$ cat config.mk
export PLATFORM = sky130hd
export DESIGN_NAME = writeback_queue
export DESIGN_NICKNAME = d
export VERILOG_FILES = /design/src/rtl/writeback_queue.sv
export SDC_FILE = /design/constraint.sdc
export NUM_CORES = 1
export LEC_CHECK = 0
export CORE_ASPECT_RATIO = 1.25
export CORE_MARGIN = 1
export CORE_UTILIZATION = 40
export CTS_CLUSTER_SIZE = 20
export DETAILED_ROUTE_END_ITERATION = 10
export SYNTH_ARGS = -nofsm -noshare
export SYNTH_HDL_FRONTEND = slang
export SYNTH_SLANG_ARGS = --single-unit
$ cat constraint.sdc
create_clock -name clk -period 5.5 [get_ports clk]
set_input_delay 1.375 -clock clk [delete_from_list [all_inputs] [get_ports clk]]
set_output_delay 1.375 -clock clk [all_outputs]
set_load 0.02 [all_outputs]
$ cat src/rtl/writeback_queue.sv
// writeback_queue: buffers up to DEPTH writeback requests and drains them in
// order, one per cycle, to the int/float register file and the PC register.
// Ports:
//   clk, rstn                  clock, asynchronous active-low reset
//   enable / ready             request handshake (accepted when both high)
//   wselector, pc, data, rd    request payload ([2]=PC, [1]=reg, [0]=float)
//   flush                      discard queued, not-yet-issued requests
//   wack                       register file accepts the presented write
//   pcenable, next_pc          PC write strobe and value
//   wenable, fmode, wreg, wdata register write strobe, file select, address, data
//   done                       one-cycle pulse per retired request
//   count                      requests held in the FIFO (output stage excluded)
module writeback_queue #(
  parameter int unsigned XLEN  = 32,
  parameter int unsigned RADDR = 5,
  parameter int unsigned DEPTH = 4
) (
  input  logic                     clk,
  input  logic                     rstn,
  input  logic                     enable,
  output logic                     ready,
  input  logic [2:0]               wselector,
  input  logic [XLEN-1:0]          pc,
  input  logic [XLEN-1:0]          data,
  input  logic [RADDR-1:0]         rd,
  input  logic                     flush,
  input  logic                     wack,
  output logic                     pcenable,
  output logic [XLEN-1:0]          next_pc,
  output logic                     wenable,
  output logic                     fmode,
  output logic [RADDR-1:0]         wreg,
  output logic [XLEN-1:0]          wdata,
  output logic                     done,
  output logic [$clog2(DEPTH):0]   count
);

  localparam int unsigned AW = $clog2(DEPTH);
  localparam int unsigned CW = AW + 1;

  typedef struct packed {
    logic [2:0]       wsel;
    logic [XLEN-1:0]  pc;
    logic [XLEN-1:0]  data;
    logic [RADDR-1:0] rd;
  } entry_t;

  // Register-write part; an integer write to x0 is dropped.
  function automatic logic reg_part(input entry_t e);
    return e.wsel[1] && !(!e.wsel[0] && (e.rd == '0));
  endfunction

  function automatic logic is_write(input entry_t e);
    return e.wsel[2] || reg_part(e);
  endfunction

  entry_t         mem [DEPTH];
  logic [AW-1:0]  rd_ptr;
  logic [AW-1:0]  wr_ptr;

  entry_t         in_e;
  entry_t         head_e;
  entry_t         load_e;
  logic           accept;
  logic           stage_valid;
  logic           stage_retire;
  logic           stage_free;
  logic           push;
  logic           pop;
  logic           load;
  logic           null_retire;
  logic [CW-1:0]  count_nxt;

  assign in_e = '{wsel: wselector, pc: pc, data: data, rd: rd};

  // Queue control: stage loading, null retirement, push/pop decisions.
  always_comb begin
    head_e       = mem[rd_ptr];
    accept       = enable && ready;
    stage_valid  = pcenable || wenable;
    stage_retire = stage_valid && (!wenable || wack);
    stage_free   = !stage_valid || stage_retire;
    push         = 1'b0;
    pop          = 1'b0;
    load         = 1'b0;
    load_e       = head_e;
    null_retire  = 1'b0;
    if (!flush) begin
      if (count != '0) begin
        push = accept;
        if (is_write(head_e)) begin
          if (stage_free) begin
            pop  = 1'b1;
            load = 1'b1;
          end
        end else if (!stage_valid) begin
          // A null may only retire when nothing older is still issuing.
          pop         = 1'b1;
          null_retire = 1'b1;
        end
      end else if (accept) begin
        // Empty FIFO: the new request bypasses straight to the stage.
        if (is_write(in_e)) begin
          if (stage_free) begin
            load   = 1'b1;
            load_e = in_e;
          end else begin
            push = 1'b1;
          end
        end else if (!stage_valid) begin
          null_retire = 1'b1;
        end else begin
          push = 1'b1;
        end
      end
    end
    if (flush) begin
      count_nxt = '0;
    end else begin
      count_nxt = count + CW'(push) - CW'(pop);
    end
  end

  // FIFO storage.
  always_ff @(posedge clk) begin
    if (push) begin
      mem[wr_ptr] <= in_e;
    end
  end

  // Pointers, counters, handshake and output stage.
  always_ff @(posedge clk or negedge rstn) begin
    if (!rstn) begin
      rd_ptr   <= '0;
      wr_ptr   <= '0;
      count    <= '0;
      ready    <= 1'b0;
      done     <= 1'b1;
      pcenable <= 1'b0;
      wenable  <= 1'b0;
      fmode    <= 1'b0;
      wreg     <= '0;
      wdata    <= '0;
      next_pc  <= '0;
    end else begin
      if (flush) begin
        rd_ptr <= '0;
        wr_ptr <= '0;
      end else begin
        if (pop) begin
          rd_ptr <= rd_ptr + AW'(1);
        end
        if (push) begin
          wr_ptr <= wr_ptr + AW'(1);
        end
      end
      count <= count_nxt;
      ready <= (count_nxt < CW'(DEPTH));
      done  <= stage_retire || null_retire;
      if (load) begin
        pcenable <= load_e.wsel[2];
        wenable  <= reg_part(load_e);
        fmode    <= load_e.wsel[0];
        wreg     <= load_e.rd;
        wdata    <= load_e.data;
        next_pc  <= load_e.pc;
      end else if (stage_retire) begin
        pcenable <= 1'b0;
        wenable  <= 1'b0;
      end
    end
  end

endmodule

==> insert_results.sql <==
INSERT INTO impl_metrics (metric_group, metric, value, unit) VALUES
('synthesis', 'synth_top_family_by_area', 'multiplexers', ''),
('detailed_routing', 'drt-pass1-iter-count', '4', ''),
('place', 'place_inst', '1367', ''),
('synthesis', 'post-synth-top-area-cell', 'edfxtp_1', ''),
('synthesis', 'netlist.area_leader.share', '60.38', '%'),
('finish', 'area_growth', '23.10', '%'),
('critical_path', 'timing.reg2reg.worst_path_depth', '13', ''),
('clock_network', 'h-tree-depth', '2', ''),
('detailed_routing', 'ant_nets', '0', ''),
('run', 'max_cap_viol_count', '0', ''),
('hold_path', 'hold-path-cell-count', '2', ''),
('critical_path', 'worst_ep_arrival_time', '4.87', 'ns'),
('synthesis', 'share_of_the_yosys_chip_area_belonging_to_registers', '74.54', '%'),
('synthesis', 'post_synth_xor_area_fraction', '0.1834', '%'),
('floorplanning', 'top_level_pins', '154', ''),
('detailed_routing', 'drt_wl_total', '29.34', 'mm'),
('power', 'sequentialPowerShare', '42.4', '%'),
('detailed_routing', 'detail_route.iter0.violations', '438', ''),
('critical_path', 'critical_path_class', 'primary input to flop', ''),
('finish', 'nets', '1016', ''),
('synthesis', 'synthFlopType', 'edfxtp_1', ''),
('synthesis', 'yosys_synthesis_warning_count', '0', ''),
('synthesis', 'post_synth.cell_area_avg', '18.80', 'µm²'),
('sta', 'slew_headroom', '50.45', '%'),
('power', 'powerDensity', '494.8', 'nW/µm²'),
('power', 'cell_internal_pwr', '6.129', 'mW'),
('clock_network', 'ctsResizeCount', '0', ''),
('critical_path', 'crit_start', 'wselector[0]', ''),
('place', 'port_buffers', '153', ''),
('clock_network', 'number_of_buffers_added_to_fix_hold_violations_after_cts', '0', ''),
('critical_path', 'critical_path.reg2reg.endpoint', 'ready$_DFF_PN0_', ''),
('synthesis', 'synth_simple_gate_area_share', '3.258', '%'),
('finish', 'layout_common_cells', '288 x edfxtp_1, 152 x clkdlybuf4s50_1, 78 x nand2_1, 78 x dfrtp_1', ''),
('detailed_routing', 'detail_route.wl_per_cell', '20.43', 'µm'),
('global_route', 'grt_overflow', '0', ''),
('floorplanning', 'dieHeight', '213.6', 'µm'),
('clock_network', 'clock_insertion_delay_worst_skew', '0.52', 'ns'),
('global_route', 'globalRouteTotalUtil', '16.70', '%'),
('clock_network', 'worst_setup_hold_path_clk_slew', '0.06', 'ns'),
('power', 'net_load_switching_power', '2.596', 'mW'),
('critical_path', 'r2r_setup_slack', '1.78', 'ns'),
('synthesis', 'yosysUniqueCellTypes', '35', ''),
('synthesis', 'post_synth_instance_area', '14320', 'µm²'),
('place', 'detailedPlacementHpwl', '17.24', 'mm'),
('clock_network', 'clock_path_buffers', '3', ''),
('clock_network', 'clockRootBuffer', 'clkbuf_16', ''),
('finish', 'leading_cell_type_in_the_layout_fill_and_taps_excluded', 'edfxtp_1', ''),
('sta', 'setup_tns', '0', 'ns'),
('synthesis', 'synth_compound_area_share', '3.162', '%'),
('global_route', 'grt_max_degree', '73', ''),
('critical_path', 'critical_path.endpoint_type', 'flop', ''),
('synthesis', 'number_of_enable_type_register_cells_in_the_synthesized_netlist', '288', ''),
('synthesis', 'synth.area.top_cells', 'edfxtp_1 60%, dfrtp_1 14%, mux4_2 11%, mux2i_1 5.0%, nand2_1 2.0%', ''),
('detailed_routing', 'remaining_drc_errors', '0', ''),
('outcome', 'outcome', 'complete, no violations', ''),
('critical_path', 'timing.critical_path.from_type', 'primary input', ''),
('floorplanning', 'number_of_rows_in_the_core_area', '77', ''),
('synthesis', 'asyncSetResetFlopFracSynth', '21.95', '%'),
('sta', 'worst_skew', '0.01237', 'ns'),
('power', 'clock_power_share', '28.6', '%'),
('sta', 'max_freq', '223.5', 'MHz'),
('synthesis', 'synthMuxAreaShare', '16.35', '%'),
('hold_path', 'hold_path_startpoint', 'fmode$_DFFE_PN0P_', ''),
('sta', 'report.final.setup_viol', '0', ''),
('finish', 'final_cell_count_no_fill', '1436', ''),
('detailed_routing', 'detail_route.vias_per_cell', '5.062', ''),
('clock_network', 'cts_made_buffers', '37', ''),
('global_route', 'first_global_vias', '7598', ''),
('critical_path', 'worstPathMaxFanout', '6', ''),
('detailed_routing', 'route.vias.total', '7269', ''),
('sta', 'report.final.slew_viol_count', '0', '');
## Yosys cell counts (all sizes together) (3+ instances only)
cell type,instances
nor2b,3
mux2i,72
nand2b,3
dfrtp,80
mux4,72
and2,5
nand2,78
edfxtp,288
ha,6
xnor2,3
buf,24
inv,6
nor2,10
nor3,5
o21ai,73
clkbuf,16
## metrics by stage
stage	setup slack, ns	area [µm²]	power, mW	hold WS [ns]
floorplan	0.3908	14320	5.354	0.5382
global placement	0.4895	16420	6.324	0.4634
detailed placement	0.4503	16420	6.350	0.4719
CTS	1.016	17630	8.873	0.4863
global route	0.8510	17630	9.210	0.5075
finish	1.027	17630	8.725	0.4797
## worst max-delay path: stages
cell             delay (ns)
clkdlybuf4s50_1        0.51
or4_1                  0.60
o31a_1                 0.31
or3_1                  0.34
a311oi_1               0.35
inv_1                  0.08
ha_1                   0.29
inv_1                  0.06
ha_1                   0.13
inv_1                  0.05
fa_1                   0.40
xnor2_1                0.18
xnor2_1                0.13
nand2b_1               0.08
## state kept, by name (all words and copies together) (netlist names)
register,cells
wdata,32
ready,1
wr_ptr,2
wenable,1
pcenable,1
fmode,1
mem,288
wreg,5
done,1
rd_ptr,2
next_pc,32
count,3
## worst max path at each step
stage / slack [ns] / endpoint / cells after the start
after global placement: 0.49 / ready$_DFF_PN0_ / 14
after floorplan: 0.39 / mem[1][0]$_DFFE_PP_ / 5
after global routing: 0.85 / ready$_DFF_PN0_ / 14
final: 1.03 / ready$_DFF_PN0_ / 14
after CTS: 1.02 / ready$_DFF_PN0_ / 14
after detailed placement: 0.45 / ready$_DFF_PN0_ / 14
## power by group through the flow
stage | clock, mW | sequential [mW] | combinational [mW]
3_3_place_gp | 0 | 3.76 | 2.56
5_1_grt | 2.67 | 3.75 | 2.79
6_report | 2.50 | 3.70 | 2.53
2_1_floorplan | 0 | 3.99 | 1.36
4_1_cts | 2.57 | 3.71 | 2.60
3_5_place_dp | 0 | 3.76 | 2.59
## area by class of cell
class / instances / area (µm²)
repair buffers: 171 / 1727
clock buffers: 54 / 1082
flip-flops and latches: 369 / 10680
diodes: 1 / 2.502
multi-input cells: 347 / 3393
inverters: 6 / 22.52
clock inverters: 14 / 128.9
fillers: 2969 / 17720
well taps: 474 / 593.1
## routing by layer
layer	track usage (%)	share of wire, %	routed length, µm	vias up
li1	-	-	-	3323
met4	5.234	2.0	592	0
met5	0	0	0	-
met1	22.27	43	12680	3761
met3	2.842	3.9	1158	43
met2	27.99	51	14900	142
## logic make-up (layout without fill, tap and decap cells)
group	Yosys count	after routing
flops	369	369
mux	144	144
simple gates	110	110
compound gates	83	83
buf+inv	46	245
fa+ha+maj	7	7
xor+xnor	3	3
other cells	0	1
No activity file was read; power rests on OpenSTA's default activity.
